File: config.mk
export PLATFORM = sky130hd
export DESIGN_NAME = controlador_sumador_serial_flat
export DESIGN_NICKNAME = d
export VERILOG_FILES = /design/src/rtl/controlador_sumador_serial_if.sv /design/src/rtl/controlador_sumador_serial.sv /design/src/flat_wrapper.sv
export SDC_FILE = /design/constraint.sdc
export NUM_CORES = 1
export LEC_CHECK = 0
export ABC_AREA = 1
export BUFFER_PORTS_ARGS = -buffer_cell sky130_fd_sc_hd__buf_2
export CAP_MARGIN = 0
export CORE_UTILIZATION = 35
export DETAILED_ROUTE_END_ITERATION = 8
export PLACE_DENSITY_LB_ADDON = 0.3
export SYNTH_ARGS = -nofsm -noshare
export SYNTH_HDL_FRONTEND = slang
export SYNTH_SLANG_ARGS = --single-unit
File: constraint.sdc
create_clock -name Reloj -period 2.5 [get_ports Reloj]
set_input_delay 0.5 -clock Reloj [delete_from_list [all_inputs] [get_ports Reloj]]
set_output_delay 0.5 -clock Reloj [all_outputs]
set_load 0.01 [all_outputs]
File: src/rtl/controlador_sumador_serial_if.sv
// rtl/controlador_sumador_serial_if.sv - request/result bus of the bit-serial adder controller
interface controlador_sumador_serial_if #(
  parameter int ANCHO = 8
);
  logic             Inicio;
  logic [ANCHO-1:0] OperandoA;
  logic [ANCHO-1:0] OperandoB;
  logic             AcarreoEntrada;
  logic             Ocupado;
  logic             Listo;
  logic [ANCHO-1:0] Resultado;
  logic             AcarreoSalida;

  modport master (
    output Inicio, OperandoA, OperandoB, AcarreoEntrada,
    input  Ocupado, Listo, Resultado, AcarreoSalida
  );

  modport slave (
    input  Inicio, OperandoA, OperandoB, AcarreoEntrada,
    output Ocupado, Listo, Resultado, AcarreoSalida
  );
endinterface

File: src/rtl/controlador_sumador_serial.sv
// rtl/controlador_sumador_serial.sv - sequences an external 1-bit full adder over ANCHO cycles
module controlador_sumador_serial #(
  parameter int ANCHO  = 8,
  parameter int CONT_W = 6
) (
  input  logic                         Reloj,
  input  logic                         Reset_n,
  controlador_sumador_serial_if.slave  bus,
  output logic                         FA_A,
  output logic                         FA_B,
  output logic                         FA_Cin,
  input  logic                         FA_Suma,
  input  logic                         FA_Cout
);

  typedef enum logic [1:0] {
    REPOSO  = 2'd0,
    SUMANDO = 2'd1,
    FIN     = 2'd2
  } estado_t;

  estado_t           estado, estado_sig;
  logic [CONT_W-1:0] cont;
  logic [ANCHO-1:0]  reg_a, reg_b, parcial, parcial_sig, resultado_q;
  logic              acarreo, acarreo_sal_q;
  logic              ultimo_paso;

  assign ultimo_paso = (cont == CONT_W'(ANCHO - 1));
  // New sum bit enters at the MSB; after ANCHO steps bit 0 sits at the LSB.
  assign parcial_sig = ANCHO'({FA_Suma, parcial} >> 1);

  always_comb begin
    estado_sig = estado;
    FA_A       = 1'b0;
    FA_B       = 1'b0;
    FA_Cin     = 1'b0;
    unique case (estado)
      REPOSO:  if (bus.Inicio) estado_sig = SUMANDO;
      SUMANDO: begin
        FA_A   = reg_a[0];
        FA_B   = reg_b[0];
        FA_Cin = acarreo;
        if (ultimo_paso) estado_sig = FIN;
      end
      FIN:     estado_sig = REPOSO;
      default: estado_sig = REPOSO;
    endcase
  end

  always_ff @(posedge Reloj or negedge Reset_n) begin
    if (!Reset_n) estado <= REPOSO;
    else          estado <= estado_sig;
  end

  always_ff @(posedge Reloj or negedge Reset_n) begin
    if (!Reset_n) begin
      cont          <= '0;
      reg_a         <= '0;
      reg_b         <= '0;
      acarreo       <= 1'b0;
      parcial       <= '0;
      resultado_q   <= '0;
      acarreo_sal_q <= 1'b0;
    end else begin
      case (estado)
        REPOSO: if (bus.Inicio) begin
          reg_a   <= bus.OperandoA;
          reg_b   <= bus.OperandoB;
          acarreo <= bus.AcarreoEntrada;
          cont    <= '0;
        end
        SUMANDO: begin
          parcial <= parcial_sig;
          reg_a   <= reg_a >> 1;
          reg_b   <= reg_b >> 1;
          acarreo <= FA_Cout;
          cont    <= cont + CONT_W'(1);
          // Publish only the finished sum so partial values never reach Resultado.
          if (ultimo_paso) begin
            resultado_q   <= parcial_sig;
            acarreo_sal_q <= FA_Cout;
          end
        end
        default: ;
      endcase
    end
  end

  assign bus.Ocupado       = (estado != REPOSO);
  assign bus.Listo         = (estado == FIN);
  assign bus.Resultado     = resultado_q;
  assign bus.AcarreoSalida = acarreo_sal_q;

endmodule

File: src/flat_wrapper.sv
// flat-port wrapper written by rule: the top's interface ports become plain ports
module controlador_sumador_serial_flat 
#(
  parameter int ANCHO  = 8,
  parameter int CONT_W = 6
)
  (Reloj, Reset_n, FA_A, FA_B, FA_Cin, FA_Suma, FA_Cout, bus_Inicio, bus_OperandoA, bus_OperandoB, bus_AcarreoEntrada, bus_Ocupado, bus_Listo, bus_Resultado, bus_AcarreoSalida);
  controlador_sumador_serial_if #(.ANCHO(ANCHO)) bus_i ();
  input  logic Reloj;
  input  logic Reset_n;
  output logic FA_A;
  output logic FA_B;
  output logic FA_Cin;
  input  logic FA_Suma;
  input  logic FA_Cout;
  input wire logic [$bits(bus_i.Inicio)-1:0] bus_Inicio;
  input wire logic [$bits(bus_i.OperandoA)-1:0] bus_OperandoA;
  input wire logic [$bits(bus_i.OperandoB)-1:0] bus_OperandoB;
  input wire logic [$bits(bus_i.AcarreoEntrada)-1:0] bus_AcarreoEntrada;
  output wire logic [$bits(bus_i.Ocupado)-1:0] bus_Ocupado;
  output wire logic [$bits(bus_i.Listo)-1:0] bus_Listo;
  output wire logic [$bits(bus_i.Resultado)-1:0] bus_Resultado;
  output wire logic [$bits(bus_i.AcarreoSalida)-1:0] bus_AcarreoSalida;
  assign bus_i.Inicio = bus_Inicio;
  assign bus_i.OperandoA = bus_OperandoA;
  assign bus_i.OperandoB = bus_OperandoB;
  assign bus_i.AcarreoEntrada = bus_AcarreoEntrada;
  assign bus_Ocupado = bus_i.Ocupado;
  assign bus_Listo = bus_i.Listo;
  assign bus_Resultado = bus_i.Resultado;
  assign bus_AcarreoSalida = bus_i.AcarreoSalida;
  controlador_sumador_serial #(.ANCHO(ANCHO), .CONT_W(CONT_W)) u_core (.Reloj(Reloj), .Reset_n(Reset_n), .bus(bus_i), .FA_A(FA_A), .FA_B(FA_B), .FA_Cin(FA_Cin), .FA_Suma(FA_Suma), .FA_Cout(FA_Cout));
endmodule
; ---- After elaboration in Yosys (flattened, before gate mapping)
; Index checks and enable logic that the tools add are counted.
[op_classes]
add_sub_neg = 1
n_mux = 14
reduce_logical = 6
eq_ne = 5
[op_table]
columns = cell, count
row1 = case mux 8 bit (2 select lines), 2
row2 = two-way mux 8 bit, 2
row3 = case mux 6 bit (2 select lines), 1
row4 = adder 6 x 1 -> 6 bit (second input constant), 1
row5 = equality test 6 x 3 -> 1 bit (second input constant), 1
row6 = two-way mux 6 bit, 1
row7 = AND reduction 2 bit, 3
row8 = two-way mux 1 bit, 4
row9 = two-way mux 2 bit, 2
row10 = case mux 2 bit (2 select lines), 1
row11 = nonzero test 2 bit, 2
row12 = equality test 2 x 1 -> 1 bit (second input constant), 1
row13 = equality test 2 bit (second input constant), 1
row14 = logical NOT 2 bit, 1
row15 = inequality test 2 x 1 -> 1 bit (second input constant), 1
row16 = inequality test 2 bit (second input constant), 1
row17 = case mux 1 bit (2 select lines), 1
[totals]
in_bits = 22
ff_bits = 42
wordCells = 34
output_inout_bits = 14

; ---- Depth between registers and ports, before layout
; Gate-level depths: netlist of the first run.
[depth]
word_depth = 3
ltp_mapped = 7
depth_no_buf = 7

; ---- Worst setup path before layout of the first run
; OpenSTA, ideal clock, no wires.
[synth_path]
kind = reg-to-output
start = reg u_core.estado[1]
end = out FA_A
n_path_buf = 1
path_stages_with_launch = 5
t_arrival_ps = 911
setup_slack_ps = 1089
required_time_ps = 2000
path_cell_list = dfrtp_1 > inv_2 > nand2_2 > buf_2 > nor2_1
[synth_via]
elab_chain_len = 2
[synth_rtl]
columns = element, line
row1 = from (decl), controlador_sumador_serial.sv:22  ; estado_t estado, estado_sig;
row2 = from (signal assigned), controlador_sumador_serial.sv:52  ; else estado <= estado_sig;
row3 = equality test 2 x 1 -> 1 bit, controlador_sumador_serial.sv:37  ; unique case (estado)
row4 = two-way mux 1 bit, controlador_sumador_serial.sv:37
row5 = to (decl), flat_wrapper.sv:11  ; output logic FA_A;
; Every way passes these cells.

; ---- Worst setup path after layout of the first run
[layout_path]
start = reg u_core.estado[1]
end = out FA_B
[layout_via]
elab_chain_len = 2
[layout_rtl]
columns = element, line
row1 = equality test 2 x 1 -> 1 bit, controlador_sumador_serial.sv:37
row2 = two-way mux 1 bit, controlador_sumador_serial.sv:37
row3 = to (decl), flat_wrapper.sv:12  ; output logic FA_B;
; Every way passes these cells.

==> results.json, run 1 <==
{
  "status": "finished clean",
  "place.gp.congestion": 0.761,
  "synth_top_area_cell": "dfrtp_1",
  "ys_top_cells_by_count": "nand2_1, dfrtp_1, nand3_1",
  "p_seq_share_pct": 58.3,
  "antenna_cells": 0,
  "max_stage_delay_ps": 420,
  "num_rows": 25,
  "power_mw": 1.15,
  "p_sw_mw": 0.248,
  "drt_pre_antenna_iters": 4,
  "place_area_mm2": 0.00206,
  "synth_top_area_share_pct": 56.0,
  "required_ps": 2000,
  "fin_crit_sh_pct": 77.1,
  "wl_per_cell_um": 11.4,
  "path_clk_slew_ps": 70,
  "numClockSinks": 41,
  "drc": 0,
  "period_minus_slack_ps": 1930,
  "synth_area_leaders": "dfrtp_1, nand2_1, nand3_1, o21ai_2, inv_1",
  "finalSetupTns_ps": 0,
  "cap_viol_max_count": 0,
  "avgSynthCellArea_um2": 8.77,
  "core_area_mm2": 0.00488,
  "fin_worst_skew_ps": 2.27,
  "p_per_area_mw_per_mm2": 536,
  "cts_tree": "yes",
  "totalWireLength_mm": 3.58,
  "async_reset_ff_share_pct": 100,
  "area_growth_pct": 17.3,
  "synth_cells": 209,
  "clockBufferDepth": 2,
  "ys_seq_elements": 41,
  "worst-path-max-fanout": 22,
  "antenna_left": 0,
  "synth-edff-count": 0,
  "synth_fp_nets": 232,
  "setup_viol": 0,
  "criticalPathCategory": "reg -> out",
  "cts-resized-gates": 0,
  "fmax_mhz": 519,
  "start_util_pct": 37.6,
  "cts_htree_levels": 2,
  "placed_cells": 306,
  "cpMaxStageDelayCell": "dfrtp_1",
  "drv_slew": 0,
  "dp_hpwl_mm": 2.43,
  "p_leak_nw": 1.12,
  "synth-seq-area-share_pct": 56.0,
  "clk_latency_ps": 290,
  "dieArea_mm2": 0.00553,
  "path_cells": "inv_2, nand2_2, nor2_1, buf_2",
  "cp_data_arrival_time_ps": 1430,
  "root_buffer": "clkbuf_8",
  "yosysWarnings": 0,
  "num_io_pins": 36,
  "hold_class": "in -> async",
  "num_vias": 1422,
  "viasPerCell": 4.54,
  "synthMostInstantiatedCell": "nand2_1",
  "drt_iter0_drc": 97,
  "synth.cell_area_mm2": 0.00183,
  "ctsHoldBuffers": 0,
  "final_area_mm2": 0.00215,
  "rsz0062_at_grt": "no",
  "cp-end-kind": "output port",
  "track_usage_pct": 15.0,
  "drive_above_1_share_pct": 24.8,
  "vdd_drop_max_v": 0.000347,
  "p_comb_share_pct": 4.0,
  "worstMarginPinSlew_ps": 418,
  "synth_flop_cell": "dfrtp_1",
  "pwr-share-clk_pct": 37.7,
  "die_y_um": 74.4,
  "maxSlewHeadroom_pct": 72.0,
  "grt_overflow": 0,
  "ys_types": 20,
  "post-cts-setup-buffers": 0,
  "grt_first_pass_wirelength_mm": 6.08,
  "die_x_um": 74.4,
  "hold_viol_final": 0,
  "portBuffers": 35,
  "p_int_mw": 0.905,
  "antenna_found_initial": 0,
  "rrSetupSlack_ps": 1130,
  "instances_no_fill": 313,
  "start_kind": "flip-flop",
  "numCtsBuffers": 5,
  "nets": 269,
  "grt_pass1_vias": 1303,
  "sw_frac_of_total_pct": 21.5,
  "fin_util_pct": 44.1,
  "grt_max_degree": 26
}
flip-flops by register name, indices dropped and copies added, names as in the netlist:
register and flops:
u_core.acarreo 1, u_core.cont 6, u_core.bus.AcarreoSalida 1, u_core.parcial 7, u_core.estado 2, u_core.bus.Resultado 8
u_core.reg_b 8, u_core.reg_a 8
per-layer routing:
metal  wire length, um  track usage, %  vias up
met1              1790            21.3      643
met3               174            3.39        5
met4                45            6.92        0
met5                 0               0        -
met2              1570            21.9       32
li1                  -               -      742
worst max-delay path, delay by kind of cell, from the launching register on:
family / cells / cell delay, ps
flip-flops: 1 / 420
AND/OR/NAND/NOR: 2 / 450
buffers and inverters: 2 / 250
metrics by stage:
step	hold WS (ps)	setup slack (ps)
detailed placement	453	879
floorplan	204	1090
CTS	133	549
global route	145	495
finish	121	572
global placement	451	894
cells in the final DEF, fill, tap and decap left out, types with 2 or more instances in the layout:
| cell type | n |
|---|---|
| buf_4 | 3 |
| nor2_1 | 8 |
| o21ai_1 | 3 |
| nand2_1 | 70 |
| nand3_1 | 32 |
| o21ai_2 | 7 |
| buf_2 | 35 |
| nand2_2 | 3 |
| nor2_4 | 2 |
| inv_1 | 15 |
| dfrtp_1 | 41 |
| o21ai_0 | 8 |
| o211ai_1 | 3 |
| clkbuf_8 | 6 |
| inv_2 | 4 |
power groups by stage:
stage | clock [mW] | sequential, mW | combinational [mW]
2_1_floorplan | 0 | 0.685 | 0.0125
3_3_place_gp | 0 | 0.685 | 0.0476
3_5_place_dp | 0 | 0.685 | 0.0481
4_1_cts | 0.452 | 0.672 | 0.0482
5_1_grt | 0.480 | 0.673 | 0.0530
6_report | 0.434 | 0.672 | 0.0461
final timing paths:
check	startpoint	end	cells after the start
setup / recovery	u_core.estado[1]	FA_B	4
hold reg to reg	u_core.bus.AcarreoSalida	u_core.bus.AcarreoSalida	2
setup reg to reg	u_core.estado[0]	u_core.bus.Resultado[4]	6
hold / removal	Reset_n	u_core.bus.Resultado[0]	1
max in group asynchronous	Reset_n	u_core.estado[1]	2
min in group Reloj	bus_OperandoB[7]	u_core.reg_b[7]	3
layout make-up:
cell class              instances  area [um^2]
well taps                      67         83.8
flip-flops and latches         41         1030
multi-input cells             141          684
repair buffers                 38          198
fillers                       514         2730
clock buffers                   7         86.3
inverters                      19         71.3
logic make-up (layout without fill, tap and decap cells):
kind of cell,after synthesis,count (layout),share of synthesized area (%)
compound gates,23,23,8.40
fa+ha+maj,1,1,0.682
buf+inv,27,64,6.69
flops,41,41,56.0
simple gates,117,117,28.3
No activity file was read; power rests on OpenSTA's default activity.
==> run 2: changes to the inputs <==
--- a/config.mk
+++ b/config.mk
@@ -5,7 +5,7 @@
 export SDC_FILE = /design/constraint.sdc
 export NUM_CORES = 1
 export LEC_CHECK = 0
-export ABC_AREA = 1
+export ABC_AREA = 0
 export BUFFER_PORTS_ARGS = -buffer_cell sky130_fd_sc_hd__buf_2
 export CAP_MARGIN = 0
 export CORE_UTILIZATION = 35
==> constraint.sdc (replaced) <==
create_clock -name Reloj -period 1.55 [get_ports Reloj]
set_input_delay 0.31 -clock Reloj [delete_from_list [all_inputs] [get_ports Reloj]]
set_output_delay 0.31 -clock Reloj [all_outputs]
set_load 0.01 [all_outputs]
==> results.json, run 2 <==
{
  "viasPerCell": 5.03,
  "drt_iter0_drc": 99,
  "async_reset_ff_share_pct": 100,
  "synth_area_leaders": "dfrtp_1, mux2_2, a22oi_1, o21ai_0, nand2_1",
  "regArea_mm2": 0.00103,
  "synthMostInstantiatedCell": "dfrtp_1",
  "antenna_found_initial": 0,
  "start_kind": "flip-flop",
  "yosysWarnings": 0,
  "cp-end-kind": "output port",
  "die_x_um": 73.8,
  "place.gp.congestion": 0.765,
  "rsz0062_at_grt": "yes",
  "fin_util_pct": 48.2,
  "synth_top_area_share_pct": 56.9,
  "drt_pre_antenna_iters": 5,
  "worst-path-max-fanout": 5,
  "wl_per_cell_um": 13.6,
  "avgSynthCellArea_um2": 11.6,
  "path_clk_slew_ps": 80,
  "nets": 230,
  "required_ps": 1240,
  "synth_top_area_cell": "dfrtp_1",
  "finalSetupTns_ps": -49.6,
  "p_leak_nw": 1.08,
  "synth_flop_cell": "dfrtp_1",
  "final_common_cell": "dfrtp_1",
  "numClockSinks": 41,
  "area_growth_pct": 29.5,
  "nFillCells": 463,
  "fmax_mhz": 637,
  "cts_htree_levels": 2,
  "layout_common_cells": "dfrtp_1, buf_2, o21ai_0",
  "root_buffer": "clkbuf_8",
  "p_per_area_mw_per_mm2": 1870,
  "post-place-ws_ps": 25.6,
  "totalWireLength_mm": 3.75,
  "grt_overflow": 0,
  "dp_hpwl_mm": 2.45,
  "power_mw": 4.36,
  "setup_ws_ps": -19.1,
  "status": "complete, but fails checks",
  "antenna_cells": 0,
  "criticalPathCategory": "reg -> out",
  "maxSlewHeadroom_pct": 67.0,
  "synth.cell_area_mm2": 0.00180,
  "ys_seq_elements": 41,
  "cp_data_arrival_time_ps": 1260,
  "num_io_pins": 36,
  "worstMarginPinSlew_ps": 493,
  "grt_pass1_vias": 1325,
  "hold_viol_final": 0,
  "cap_viol_max_count": 0,
  "synth_cells": 155,
  "ys_top_cells_by_count": "dfrtp_1, o21ai_0, mux2_2",
  "die_y_um": 73.8,
  "period_minus_slack_ps": 1570,
  "track_usage_pct": 15.2,
  "ys_types": 29,
  "violations": "setup timing",
  "portBuffers": 35,
  "grt_first_pass_wirelength_mm": 6.20,
  "num_rows": 25,
  "dieArea_mm2": 0.00544,
  "antenna_left": 0,
  "synth-edff-count": 0,
  "drv_slew": 0,
  "vdd_drop_max_v": 0.000976,
  "num_vias": 1384,
  "clockBufferDepth": 2,
  "numCtsBuffers": 5,
  "setup_viol": 3,
  "core_area_mm2": 0.00485,
  "hold_class": "in -> reg",
  "fin_worst_skew_ps": 6.14,
  "synth_fp_nets": 178,
  "multi_input_comb_area_um2": 749,
  "drive_above_1_share_pct": 41.8,
  "drc": 0,
  "fin_crit_sh_pct": 101,
  "clk_latency_ps": 290,
  "synth-seq-area-share_pct": 56.9,
  "start_util_pct": 37.2,
  "cts_tree": "yes",
  "grt_max_degree": 42
}
[run 2: cell count changes after synthesis, sizes merged, moves of 5 or more]
cell	previous run	this run
nand2	73	15
inv	19	3
a21oi	0	5
a22oi	0	15
mux2	0	17
nand3	33	5
nor2	10	1
nor2b	0	7
[run 2: layout make-up]
| cell class | instances | share of cell area (%) |
|---|---|---|
| clock inverters | 1 | 1.29 |
| flip-flops and latches | 41 | 43.9 |
| clock buffers | 7 | 3.70 |
| inverters | 3 | 0.482 |
| repair buffers | 53 | 14.9 |
| multi-input cells | 103 | 32.1 |
| well taps | 67 | 3.59 |
[run 2: cells by family (layout without fill, tap and decap cells)]
kind of cell	after synthesis	in the layout	synth area share, %
buf+inv	12	64	3.82
compound gates	43	43	14.9
mux	19	19	11.7
simple gates	39	40	11.9
fa+ha+maj	1	1	0.694
flops	41	41	56.9
[run 2: repair_timing]
item,4_1_cts,5_1_grt
gates resized for setup,7,6
pin swaps,1,2
buffers inserted,3,1
hold buffers,1,0
gates cloned,0,1
setup endpoints to repair,4,14
hold endpoints to repair,41,0
[run 2: path summary, 6_finish.rpt]
kind,start,to,slack (ps),depth (start not counted)
worst max-delay path,u_core.estado[0],bus_Ocupado,-20,3
worst min-delay path,FA_Cout,u_core.acarreo,260,3
worst max register to register,u_core.cont[1],u_core.bus.Resultado[3],90,4
worst min register to register,u_core.cont[5],u_core.cont[5],480,1
max in group asynchronous,Reset_n,u_core.bus.Resultado[1],830,3
min in group asynchronous,Reset_n,u_core.reg_a[4],510,3
[run 2: metal layers]
metal	wire, um	GRT usage [%]	up-vias
met2	1710	23.3	40
met4	41	5.77	0
met3	204	3.98	5
li1	-	-	660
met1	1790	20.4	679
met5	0	0	-
[run 2: where the power goes]
group          switching (mW)  internal [mW]  leakage (nW)
clock network           0.356          0.525        0.0585
registers               0.258           1.51         0.521
logic                   0.791          0.924         0.501
[run 2: per-stage QoR]
step / cells / hold slack, ps / cell area [um^2]
finish: 275 / 262 / 2330
global route: 275 / 269 / 2330
CTS: 273 / 258 / 2290
detailed placement: 261 / 298 / 2110
global placement: 261 / 301 / 2110
floorplan: 155 / 14.4 / 1800
[run 2: critical path, stage by stage (launching register included)]
cell and delay, ps:
dfrtp_1 400, buf_4 150, or2_2 280, buf_2 140
==> run 3: changes to the inputs <==
--- a/config.mk
+++ b/config.mk
@@ -8,7 +8,7 @@
 export ABC_AREA = 0
 export BUFFER_PORTS_ARGS = -buffer_cell sky130_fd_sc_hd__buf_2
 export CAP_MARGIN = 0
-export CORE_UTILIZATION = 35
+export CORE_UTILIZATION = 34
 export DETAILED_ROUTE_END_ITERATION = 8
 export PLACE_DENSITY_LB_ADDON = 0.3
 export SYNTH_ARGS = -nofsm -noshare
==> results.json, run 3 (same netlist as run 2, synthesis figures left out) <==
{
  "status": "finished clean",
  "antenna_left": 0,
  "numCtsBuffers": 5,
  "min_to": "u_core.acarreo",
  "instances_no_fill": 284,
  "fmax_mhz": 652,
  "die_x_um": 74.8,
  "grt_max_degree": 26,
  "die_y_um": 74.8,
  "layout_common_cells": "dfrtp_1, buf_2, o21ai_0, buf_4, mux2_2",
  "antenna_cells": 0,
  "path_cells": "and2b_2, and2_1, buf_2",
  "start_kind": "flip-flop",
  "p_seq_share_pct": 41.2,
  "post-place-ws_ps": 13.3,
  "antenna_found_initial": 0,
  "dp_hpwl_mm": 2.58,
  "p_per_area_mw_per_mm2": 1790,
  "min_from": "FA_Cout",
  "hold_depth": 3,
  "vdd_drop_max_v": 0.00109,
  "setup_ws_ps": 16.7,
  "r2r_start": "u_core.estado[1]",
  "num_vias": 1404,
  "final_common_cell": "dfrtp_1",
  "clk_latency_ps": 290,
  "cpMaxStageDelayCell": "dfrtp_1",
  "drt_iter0_drc": 89,
  "worst-path-max-fanout": 5,
  "viasPerCell": 4.94,
  "p_leak_nw": 1.11,
  "cp-end-kind": "output port",
  "maxSlewHeadroom_pct": 71.7,
  "wl_per_cell_um": 13.9,
  "p_int_mw": 2.82,
  "p_comb_share_pct": 42.9,
  "drive_above_1_share_pct": 43.9,
  "pwr-share-clk_pct": 15.9,
  "reg2regPathDepth": 4,
  "r2r_end": "u_core.parcial[6]",
  "worstMarginPinSlew_ps": 425,
  "drc": 0,
  "cts_tree": "yes",
  "criticalPathCategory": "reg -> out",
  "finalSetupTns_ps": 0,
  "area_growth_pct": 32.9,
  "cap_viol_max_count": 0,
  "grt_first_pass_wirelength_mm": 6.32,
  "power_mw": 4.29,
  "setup_viol": 0,
  "drt_pre_antenna_iters": 4,
  "totalWireLength_mm": 3.93,
  "rsz0062_at_grt": "yes",
  "final_area_mm2": 0.00240,
  "sw_frac_of_total_pct": 34.3,
  "place_area_mm2": 0.00212,
  "nFillCells": 478,
  "cts_htree_levels": 2,
  "multi_input_comb_area_um2": 753,
  "nets": 236,
  "dieArea_mm2": 0.00560,
  "cp_data_arrival_time_ps": 1220,
  "grt_overflow": 0,
  "root_buffer": "clkbuf_8",
  "start_util_pct": 35.3,
  "drv_slew": 0,
  "regArea_mm2": 0.00103,
  "max_stage_delay_ps": 410,
  "holdWs_ps": 260,
  "grt_pass1_vias": 1351,
  "placed_cells": 264,
  "period_minus_slack_ps": 1530,
  "track_usage_pct": 15.1,
  "portBuffers": 35,
  "hold_viol_final": 0,
  "fin_worst_skew_ps": 8.80,
  "p_sw_mw": 1.47,
  "num_io_pins": 36,
  "required_ps": 1240,
  "num_rows": 26,
  "clockBufferDepth": 2,
  "core_area_mm2": 0.00511,
  "path_clk_slew_ps": 80,
  "hold_class": "in -> reg",
  "rrSetupSlack_ps": 90,
  "fin_util_pct": 46.9,
  "numClockSinks": 41,
  "place.gp.congestion": 0.758,
  "fin_crit_sh_pct": 98.9
}
==> run 3: cell types whose count changed in the layout (fill, tap and decap cells not counted), sizes merged <==
cell and delta:
buf +5, clkbuf -2, clkinv +2, bufbuf +1, bufinv -1, clkinvlp +1
==> run 3: area by class of cell <==
class,instances,share of cell area (%)
Clock buffer,5,2.87
Inverter,3,0.470
Tap cell,70,3.66
Multi-Input combinational cell,103,31.4
Timing Repair Buffer,59,18.0
Sequential cell,41,42.8
Clock inverter,3,0.731
==> run 3: layer usage <==
layer  GRT usage, %  routed length [um]  vias to the layer above
li1               -                   -                      672
met5              0                   0                        -
met3           4.15                 230                        4
met2           23.5                1770                       45
met4           5.45                  30                        0
met1           20.2                1910                      683
==> run 3: worst max-delay path by stage <==
| stage | endpoint | slack (ps) | depth (start not counted) | from |
|---|---|---|---|---|
| floorplan | u_core.bus.AcarreoSalida | 130 | 4 | u_core.cont[0] |
| global placement | u_core.bus.Resultado[6] | 30 | 4 | u_core.cont[1] |
| detailed placement | u_core.reg_a[5] | 10 | 3 | u_core.estado[0] |
| CTS | FA_Cin | -20 | 3 | u_core.estado[1] |
| global route | FA_A | -50 | 3 | u_core.estado[1] |
| finish | FA_A | 20 | 3 | u_core.estado[1] |
==> run 3: power groups by stage <==
stage	logic, mW	registers [mW]	clock network (mW)
final	1.84	1.77	0.682
after global routing	2.02	1.82	0.748
after CTS	1.71	1.77	0.697
after detailed placement	1.55	1.80	0
after global placement	1.51	1.79	0
after floorplan	1.02	1.79	0
==> run 3: critical path: cells and delay by family, from the launching register on <==
family | cells | cell delay [ps]
simple gates | 2 | 400
flops | 1 | 410
buf+inv | 1 | 120
==> run 3: repair_timing <==
item | in CTS | in global routing
pin swaps | 2 | 2
endpoints found under the setup margin | 5 | 19
cloned | 1 | 1
gates resized for setup | 7 | 10
hold buffers | 1 | 0
buffers inserted | 8 | 2
hold endpoints to repair | 16 | 0
